==> config.mk <==
export PLATFORM = sky130hd
export DESIGN_NAME = fxp_mul_arbiter
export DESIGN_NICKNAME = d
export VERILOG_FILES = /design/src/rtl/fxp_pkg.sv /design/src/rtl/fxp_mul_pipe.sv /design/src/rtl/fxp_mul_arbiter.sv
export SDC_FILE = /design/constraint.sdc
export NUM_CORES = 1
export LEC_CHECK = 0
export ABC_CLOCK_PERIOD_IN_PS = 5900
export CAP_MARGIN = 20
export CORE_UTILIZATION = 67
export CTS_BUF_LIST = sky130_fd_sc_hd__clkbuf_2
export DETAILED_ROUTE_END_ITERATION = 10
export DONT_BUFFER_PORTS = 1
export PLACE_DENSITY = 0.8
export SYNTH_ARGS = -nofsm -noshare
export SYNTH_HDL_FRONTEND = slang
export SYNTH_SLANG_ARGS = --single-unit
==> constraint.sdc <==
create_clock -name clk -period 5.9 [get_ports clk]
set_clock_uncertainty 0.15 [all_clocks]
set_input_delay 0.885 -clock clk [delete_from_list [all_inputs] [get_ports clk]]
set_output_delay 0.885 -clock clk [all_outputs]
set_load 0.05 [all_outputs]
==> src/rtl/fxp_pkg.sv <==
// Shared types and helpers for the fixed-point multiply arbiter.
// The helpers use wide containers so that any legal WIDTH/NREQ can call them.
package fxp_pkg;

    localparam int WIDTH_DEF = 8;
    localparam int FRAC_DEF  = 6;
    localparam int NREQ_DEF  = 4;
    localparam int MAXW      = 32;
    localparam int MAXREQ    = 32;

    typedef logic signed [WIDTH_DEF-1:0]   operand_t;
    typedef logic signed [2*WIDTH_DEF-1:0] product_t;
    typedef logic [$clog2(NREQ_DEF)-1:0]   id_t;

    typedef struct packed {
        logic            sat;
        logic [MAXW-1:0] value;
    } rescale_t;

    typedef struct packed {
        logic       found;
        logic [7:0] idx;
    } pick_t;

    // Round half up, drop FRAC bits, then clamp to the signed range of width bits.
    function automatic rescale_t fxp_rescale_sat(input logic signed [2*MAXW-1:0] product,
                                                 input int frac, input int width);
        logic signed [2*MAXW-1:0] r;
        logic signed [2*MAXW-1:0] max_v;
        logic signed [2*MAXW-1:0] min_v;
        rescale_t                 res;
        r     = (product + (64'sd1 <<< (frac - 1))) >>> frac;
        max_v = (64'sd1 <<< (width - 1)) - 64'sd1;
        min_v = -(64'sd1 <<< (width - 1));
        if (r > max_v) begin
            res.sat   = 1'b1;
            res.value = max_v[MAXW-1:0];
        end else if (r < min_v) begin
            res.sat   = 1'b1;
            res.value = min_v[MAXW-1:0];
        end else begin
            res.sat   = 1'b0;
            res.value = r[MAXW-1:0];
        end
        return res;
    endfunction

    function automatic pick_t rr_pick(input logic [MAXREQ-1:0] valid, input int ptr, input int nreq);
        pick_t p;
        int    idx;
        p.found = 1'b0;
        p.idx   = 8'd0;
        for (int k = 0; k < MAXREQ; k++) begin
            if (k < nreq && !p.found) begin
                idx = (ptr + k) % nreq;
                if (valid[idx]) begin
                    p.found = 1'b1;
                    p.idx   = 8'(idx);
                end
            end
        end
        return p;
    endfunction

endpackage

==> src/rtl/fxp_mul_pipe.sv <==
// Signed multiplier: one operand register followed by MUL_LAT product stages,
// with a matching id/valid side band. The whole chain freezes when en=0.
module fxp_mul_pipe
    import fxp_pkg::*;
#(
    parameter int WIDTH   = 8,
    parameter int IDW     = 2,
    parameter int MUL_LAT = 2
) (
    input  logic                      clk,
    input  logic                      rst,
    input  logic                      en,
    input  logic                      in_valid,
    input  logic [WIDTH-1:0]          in_a,
    input  logic [WIDTH-1:0]          in_b,
    input  logic [IDW-1:0]            in_id,
    output logic                      out_valid,
    output logic [IDW-1:0]            out_id,
    output logic signed [2*WIDTH-1:0] out_prod,
    output logic                      busy
);
    localparam int PW = 2 * WIDTH;

    logic signed [WIDTH-1:0] a_r;
    logic signed [WIDTH-1:0] b_r;
    logic [IDW-1:0]          id0_r;
    logic                    v0_r;
    logic signed [PW-1:0]    prod_r [MUL_LAT];
    logic [IDW-1:0]          id_r   [MUL_LAT];
    logic [MUL_LAT-1:0]      v_r;

    // Operand capture and product shift chain, advancing only while enabled.
    always_ff @(posedge clk or posedge rst) begin
        if (rst) begin
            a_r   <= '0;
            b_r   <= '0;
            id0_r <= '0;
            v0_r  <= 1'b0;
            v_r   <= '0;
            for (int k = 0; k < MUL_LAT; k++) begin
                prod_r[k] <= '0;
                id_r[k]   <= '0;
            end
        end else if (en) begin
            a_r       <= in_a;
            b_r       <= in_b;
            id0_r     <= in_id;
            v0_r      <= in_valid;
            prod_r[0] <= PW'(a_r) * PW'(b_r);
            id_r[0]   <= id0_r;
            v_r[0]    <= v0_r;
            for (int k = 1; k < MUL_LAT; k++) begin
                prod_r[k] <= prod_r[k-1];
                id_r[k]   <= id_r[k-1];
                v_r[k]    <= v_r[k-1];
            end
        end
    end

    assign out_valid = v_r[MUL_LAT-1];
    assign out_id    = id_r[MUL_LAT-1];
    assign out_prod  = prod_r[MUL_LAT-1];
    assign busy      = v0_r | (|v_r);

endmodule

==> src/rtl/fxp_mul_arbiter.sv <==
// Round-robin front end sharing one pipelined fixed-point multiplier between NREQ
// requesters; results are rescaled, saturated and returned tagged with the requester id.
module fxp_mul_arbiter
    import fxp_pkg::*;
#(
    parameter int WIDTH   = 8,
    parameter int FRAC    = 6,
    parameter int NREQ    = 4,
    parameter int MUL_LAT = 2,
    parameter int CNT_W   = 16
) (
    input  logic                    clk,
    input  logic                    rst,
    input  logic                    en,
    input  logic [NREQ-1:0]         req_valid,
    output logic [NREQ-1:0]         req_ready,
    input  logic [NREQ*WIDTH-1:0]   req_a,
    input  logic [NREQ*WIDTH-1:0]   req_b,
    output logic                    rsp_valid,
    output logic [$clog2(NREQ)-1:0] rsp_id,
    output logic [WIDTH-1:0]        rsp_prod,
    output logic                    rsp_sat,
    output logic                    busy,
    output logic [CNT_W-1:0]        sat_cnt
);
    localparam int IDW = $clog2(NREQ);
    localparam int PW  = 2 * WIDTH;

    logic [IDW-1:0]       ptr_r;
    logic [IDW-1:0]       grant_s;
    pick_t                pick_s;
    logic                 accept_s;
    logic [WIDTH-1:0]     op_a_s;
    logic [WIDTH-1:0]     op_b_s;
    logic                 pipe_valid_s;
    logic                 pipe_busy_s;
    logic [IDW-1:0]       pipe_id_s;
    logic signed [PW-1:0] pipe_prod_s;
    rescale_t             resc_s;

    // Grant search from ptr upward; ready stays low while frozen or held in reset.
    always_comb begin
        pick_s    = rr_pick(MAXREQ'(req_valid), int'(ptr_r), NREQ);
        grant_s   = pick_s.idx[IDW-1:0];
        req_ready = '0;
        if (en && !rst && pick_s.found) begin
            req_ready[grant_s] = 1'b1;
        end else begin
            req_ready = '0;
        end
    end

    assign accept_s = |(req_valid & req_ready);
    assign op_a_s   = req_a[grant_s*WIDTH +: WIDTH];
    assign op_b_s   = req_b[grant_s*WIDTH +: WIDTH];

    // The requester just served becomes lowest priority.
    always_ff @(posedge clk or posedge rst) begin
        if (rst) begin
            ptr_r <= '0;
        end else if (accept_s) begin
            ptr_r <= (grant_s == IDW'(NREQ - 1)) ? '0 : grant_s + IDW'(1);
        end else begin
            ptr_r <= ptr_r;
        end
    end

    fxp_mul_pipe #(
        .WIDTH   (WIDTH),
        .IDW     (IDW),
        .MUL_LAT (MUL_LAT)
    ) u_pipe (
        .clk       (clk),
        .rst       (rst),
        .en        (en),
        .in_valid  (accept_s),
        .in_a      (op_a_s),
        .in_b      (op_b_s),
        .in_id     (grant_s),
        .out_valid (pipe_valid_s),
        .out_id    (pipe_id_s),
        .out_prod  (pipe_prod_s),
        .busy      (pipe_busy_s)
    );

    assign resc_s = fxp_rescale_sat((2*MAXW)'(pipe_prod_s), FRAC, WIDTH);

    // Valid is cleared during a freeze so the held final stage is not emitted twice.
    always_ff @(posedge clk or posedge rst) begin
        if (rst) begin
            rsp_valid <= 1'b0;
            rsp_id    <= '0;
            rsp_prod  <= '0;
            rsp_sat   <= 1'b0;
        end else if (en && pipe_valid_s) begin
            rsp_valid <= 1'b1;
            rsp_id    <= pipe_id_s;
            rsp_prod  <= resc_s.value[WIDTH-1:0];
            rsp_sat   <= resc_s.sat;
        end else begin
            rsp_valid <= 1'b0;
        end
    end

    // Saturation event counter, sticky at all-ones.
    always_ff @(posedge clk or posedge rst) begin
        if (rst) begin
            sat_cnt <= '0;
        end else if (rsp_valid && rsp_sat && (sat_cnt != '1)) begin
            sat_cnt <= sat_cnt + CNT_W'(1);
        end else begin
            sat_cnt <= sat_cnt;
        end
    end

    assign busy = pipe_busy_s | rsp_valid;

endmodule
Yosys cells after proc, flatten, opt, wreduce, memory -nomap -nowiden
Cells that the tools add are included.
{ "classes": {"mux": 25, "n_reduce_logical": 12, "n_addsub": 6, "shifts": 2, "bitwise_logic": 6, "n_eq_ne": 2, "n_mul": 1, "magnitude_cmp": 8} }
{ "op_table": {"columns": ["cell", "n"], "rows": [
  ["$mux W33", 2],
  ["$shiftx A32 B6 Y8", 2],
  ["$mux W9", 7],
  ["$lt A3 B7 Y1 const B", 3],
  ["$add A16 B7 Y17 const B", 1],
  ["$add A16 B1 Y16 const B", 1],
  ["$mul A8 B8 Y16", 1],
  ["$ne A16 B16 Y1 const B", 1],
  ["$gt A11 B8 Y1 const B", 1],
  ["$lt A11 B8 Y1 const B", 1],
  ["$bmux W1 S3", 3],
  ["$mux W1", 9],
  ["$reduce_or A2 Y1", 4],
  ["$logic_and A1 B1 Y1", 6],
  ["$lt A2 B6 Y1 const B", 1],
  ["$add A2 B1 Y2 const B", 2],
  ["$add A2 B2 Y2 const B", 2],
  ["$and A4 B4 Y4", 1],
  ["$mux W4", 1],
  ["$reduce_or A4 Y1", 1],
  ["$and A1 B1 Y1 const A", 3],
  ["$lt A2 B3 Y1 const B", 1],
  ["$bmux W1 S2", 1],
  ["$demux W1 S2", 1],
  ["other kinds (5)", 6]
]} }
{ "word_totals": {"inputBits": 71, "out_inout_bits": 33, "reg_bits": 87, "wordCells": 77} }

Depth between registers and ports, before layout
{ "logic_depth": {"ltp_word": 19, "mapped_depth": 16, "depth_no_buf": 16} }

Cells and area by module
Synthesis repeated with hierarchy kept, for this count alone.
{ "unflattened": {"cells_unflattened": 690, "area_unflattened_um2": 7139.3} }
{ "modules_own_cells": {"columns": ["mod", "cells_per_inst", "area_per_inst_um2", "seq_area_each_um2", "n_inst"], "rows": [
  ["fxp_mul_pipe", 435, 4774.6, 1426.4, 1],
  ["fxp_mul_arbiter", 255, 2364.8, 750.7, 1]
]} }

Worst setup path after synthesis
No wires, ideal clock.
{ "synth_timing": {"path_kind": "register to register", "start": "reg u_pipe.b_r[4]", "end": "reg u_pipe.prod_r[29] (netlist bit)", "arrival_ns": 4.174, "setup_ns": 0.069, "slack_ns": 1.507, "stages_incl_launch_ff": 16, "required_ns": 5.681, "synth_period_minus_slack_ns": 4.393, "cell_sequence": "dfrtp_1 > and2_1 > fa_1 > inv_1 > fa_1 > inv_1 > fa_1 > inv_1 > fa_1 > inv_1 > ha_1 > o21ai_1 > o21bai_1 > a41oi_2 > or4_1 > nand3_1"} }
{ "synth_between": {"elab_chain_cells": 1} }
{ "synth_lines": {"columns": ["item", "line_no", "text"], "rows": [
  ["start, declared", "fxp_mul_pipe.sv:25", "logic signed [WIDTH-1:0] b_r;"],
  ["start signal, assigned", "fxp_mul_pipe.sv:46", "b_r <= in_b;"],
  ["$mul A8 B8 Y16", "fxp_mul_pipe.sv:49", "prod_r[0] <= PW'(a_r) * PW'(b_r);"],
  ["end signal, assigned by index", "fxp_mul_pipe.sv:53", "prod_r[k] <= prod_r[k-1];"],
  ["end, declared", "fxp_mul_pipe.sv:28", "logic signed [PW-1:0] prod_r [MUL_LAT];"]
]} }
Every way passes these cells.
A chain may end at the register's enable or synchronous reset.

Final worst setup path
{ "layout_timing": {"start": "reg u_pipe.b_r[4]", "end": "reg u_pipe.prod_r[30] (netlist bit)"} }
Same word-level chain as after synthesis.

==> reports/qor.yml <==
finalCritPeriodShare: 0.824
end_kind: "flop"
synth-edff-count: 0
synth_nets: 837
port_buffers: 0
antenna_cells: 0
drtIter0Drc: 218
first_pass_iters: 5
antenna_found_initial: 0
filler_cell_count: 674
syn_avg_cell_area_um2: 9.71
clkLatencyLatePin_ns: 0.56
dieWidth_um: 101
post-cts-setup-buffers: 0
gr-usage-all-layers: 0.301
rsz0062_at_grt: "false"
cts_root_buffer: "clkbuf_2"
criticalPathCategory: "flop to flop"
cts_buffers: 9
clock_sinks: 77
drc: 0
startpoint: "u_pipe.b_r[4]$_DFFE_PP0P_"
h-tree-depth: 3
drv_cap: 0
start_util: 0.703
fin_nets: 831
ys_types: 58
worstSetupStartpointType: "flop"
status: "completed"
hold_slack_ns: 0.253
timing.critical_path.cells: "and2_1 -> fa_1 -> inv_1 -> fa_1 -> inv_1 -> fa_1 -> inv_1 -> fa_1 -> inv_1 -> ha_1 -> a211oi_1 -> o21ai_0 -> a21oi_1 -> a2111oi_0 -> a211o_1"
synth_seq_area_share: 0.292
async_reset_ff_frac: 1.00
area_growth_pct: 3.47
slowest_stage: "fa_1"
synth_top_area_share: 0.292
overflow: 0
drive_above_1_share: 0.109
globalplace.congestion: 0.975
critPathMaxStageDelay_ns: 0.54
ioPinCount: 104
place_hpwl_um: 11200
whs_path_depth: 1
synth_ff_type: "dfrtp_1"
cp.required_ns: 6.21
r2r_cells: 15
avgRoutedWirePerCell_um: 17.7
totalWireLength_um: 14300
grt_pass1_vias: 5130
worstHoldStart: "en"
synth_most_common_cell: "inv_1"
finalHoldViolCount: 0
cp_data_arrival_time_ns: 5.17
die-area_mm2: 0.0102
timing.rr.start: "u_pipe.b_r[4]$_DFFE_PP0P_"
synth_area_leader_cell: "dfrtp_1"
cp_max_fo: 9
max_freq_ghz: 0.206
timing.slew.headroom: 0.378
worstMarginPinSlew_ns: 0.933
grt_pass1_wl_um: 23900
period_minus_slack_ns: 4.86
synthCells: 679
synth_seq_cells: 77
ant_nets: 0
setup_violations: 0
cts_resized: 0
cts_tree: "yes"
synth_common_cells: "90 x inv_1, 77 x dfrtp_1, 59 x nand2_1, 54 x fa_1, 43 x and2_1"
fp.dieH_um: 101
vias_per_cell: 6.12
cts.reportedPaths.clkPinSlew_ns: 0.22
hold_buffers: 0
yosys_warnings: 0
drv_slew: 0
ys_top_cells_by_area: "dfrtp_1 29%, fa_1 16%, ha_1 6.3%, inv_1 5.1%, mux2_2 4.1%"
cts.path.max_buffers: 2
min-delay-path-class: "input port to flop"
syn_area_mm2: 0.00659
fin_setup_tns_ns: 0
coreArea_mm2: 0.00937
grt_max_degree: 78
num_vias: 4932
rows: 35
[final timing paths]
check,end,slack [ns]
max in group asynchronous,u_pipe.out_prod[5]$_DFFE_PP0P_,4.67
min in group asynchronous,rsp_prod[3]$_DFFE_PP0P_,0.31
worst min-delay path,u_pipe.prod_r[22]$_DFFE_PP0P_,0.25
worst max register to register,u_pipe.prod_r[30]$_DFFE_PP0P_,1.04
worst max-delay path,u_pipe.prod_r[30]$_DFFE_PP0P_,1.04
worst min register to register,rsp_id[0]$_DFFE_PP0P_,0.33
[critical path, delay by kind of cell, from the launching register on]
| kind | cells | cell delay [ns] |
|---|---|---|
| flip-flops | 1 | 0.50 |
| buffers and inverters | 4 | 0.21 |
| AO/OA/AOI/OAI | 5 | 1.40 |
| adder cells (fa/ha/maj) | 5 | 2.31 |
| AND/OR/NAND/NOR | 1 | 0.22 |
[state kept, by name (all words and copies together), names as in the netlist, 8 cells and up]
name and count:
rsp_prod 8, u_pipe.a_r 8, u_pipe.prod_r 11, u_pipe.b_r 8, sat_cnt 16, u_pipe.out_prod 11
[cell usage in the layout, fill, tap and decap left out, types with 7 or more instances in the layout]
cell	instances
xnor2_1	20
nor3_1	7
fa_1	54
inv_1	89
a21oi_1	16
nor2_1	37
nand2_1	59
ha_1	33
o31ai_1	9
a211oi_2	9
dfrtp_1	77
a211oi_1	28
nor4b_1	16
o31a_1	16
mux2_2	24
xor2_1	11
and2_1	43
clkbuf_2	9
nand4_1	8
nand3_1	14
o21ai_0	14
o31ai_2	8
buf_4	8
[logic make-up after synthesis]
group,share of synthesized area
AO/OA/AOI/OAI,0.163
XOR/XNOR,0.0412
adder cells (fa/ha/maj),0.227
buffers and inverters,0.0723
flip-flops,0.292
multiplexers,0.0425
AND/OR/NAND/NOR,0.162
[per-layer routing]
layer / part of all wire / track usage / wire [um]
met3: 0.060 / 0.0476 / 860
met5: 0 / 0 / 0
met2: 0.50 / 0.532 / 7190
met1: 0.42 / 0.373 / 5950
met4: 0.021 / 0.113 / 303
[layout make-up]
| type | count | area [um2] | share of cell area |
|---|---|---|---|
| clock buffer | 9 | 45.0 | 0.00660 |
| clock inverter | 6 | 86.3 | 0.0127 |
| inverter | 92 | 350 | 0.0514 |
| multi-input combinational | 485 | 4190 | 0.614 |
| sequential | 77 | 1930 | 0.283 |
| tap | 129 | 161 | 0.0237 |
| timing repair buffer | 8 | 60.1 | 0.00881 |
[stage by stage]
stage,utilization,worst slack (ns),instance area [um2],cells
floorplan,-,1.51,6590,679
global placement,0.714,1.37,6690,791
detailed placement,0.714,1.19,6690,791
CTS,0.728,1.04,6820,806
global route,0.728,0.837,6820,806
finish,0.728,1.04,6820,806
Power is not shown: default switching activity piles up to over one toggle a cycle in this logic, so the estimate is an artifact.
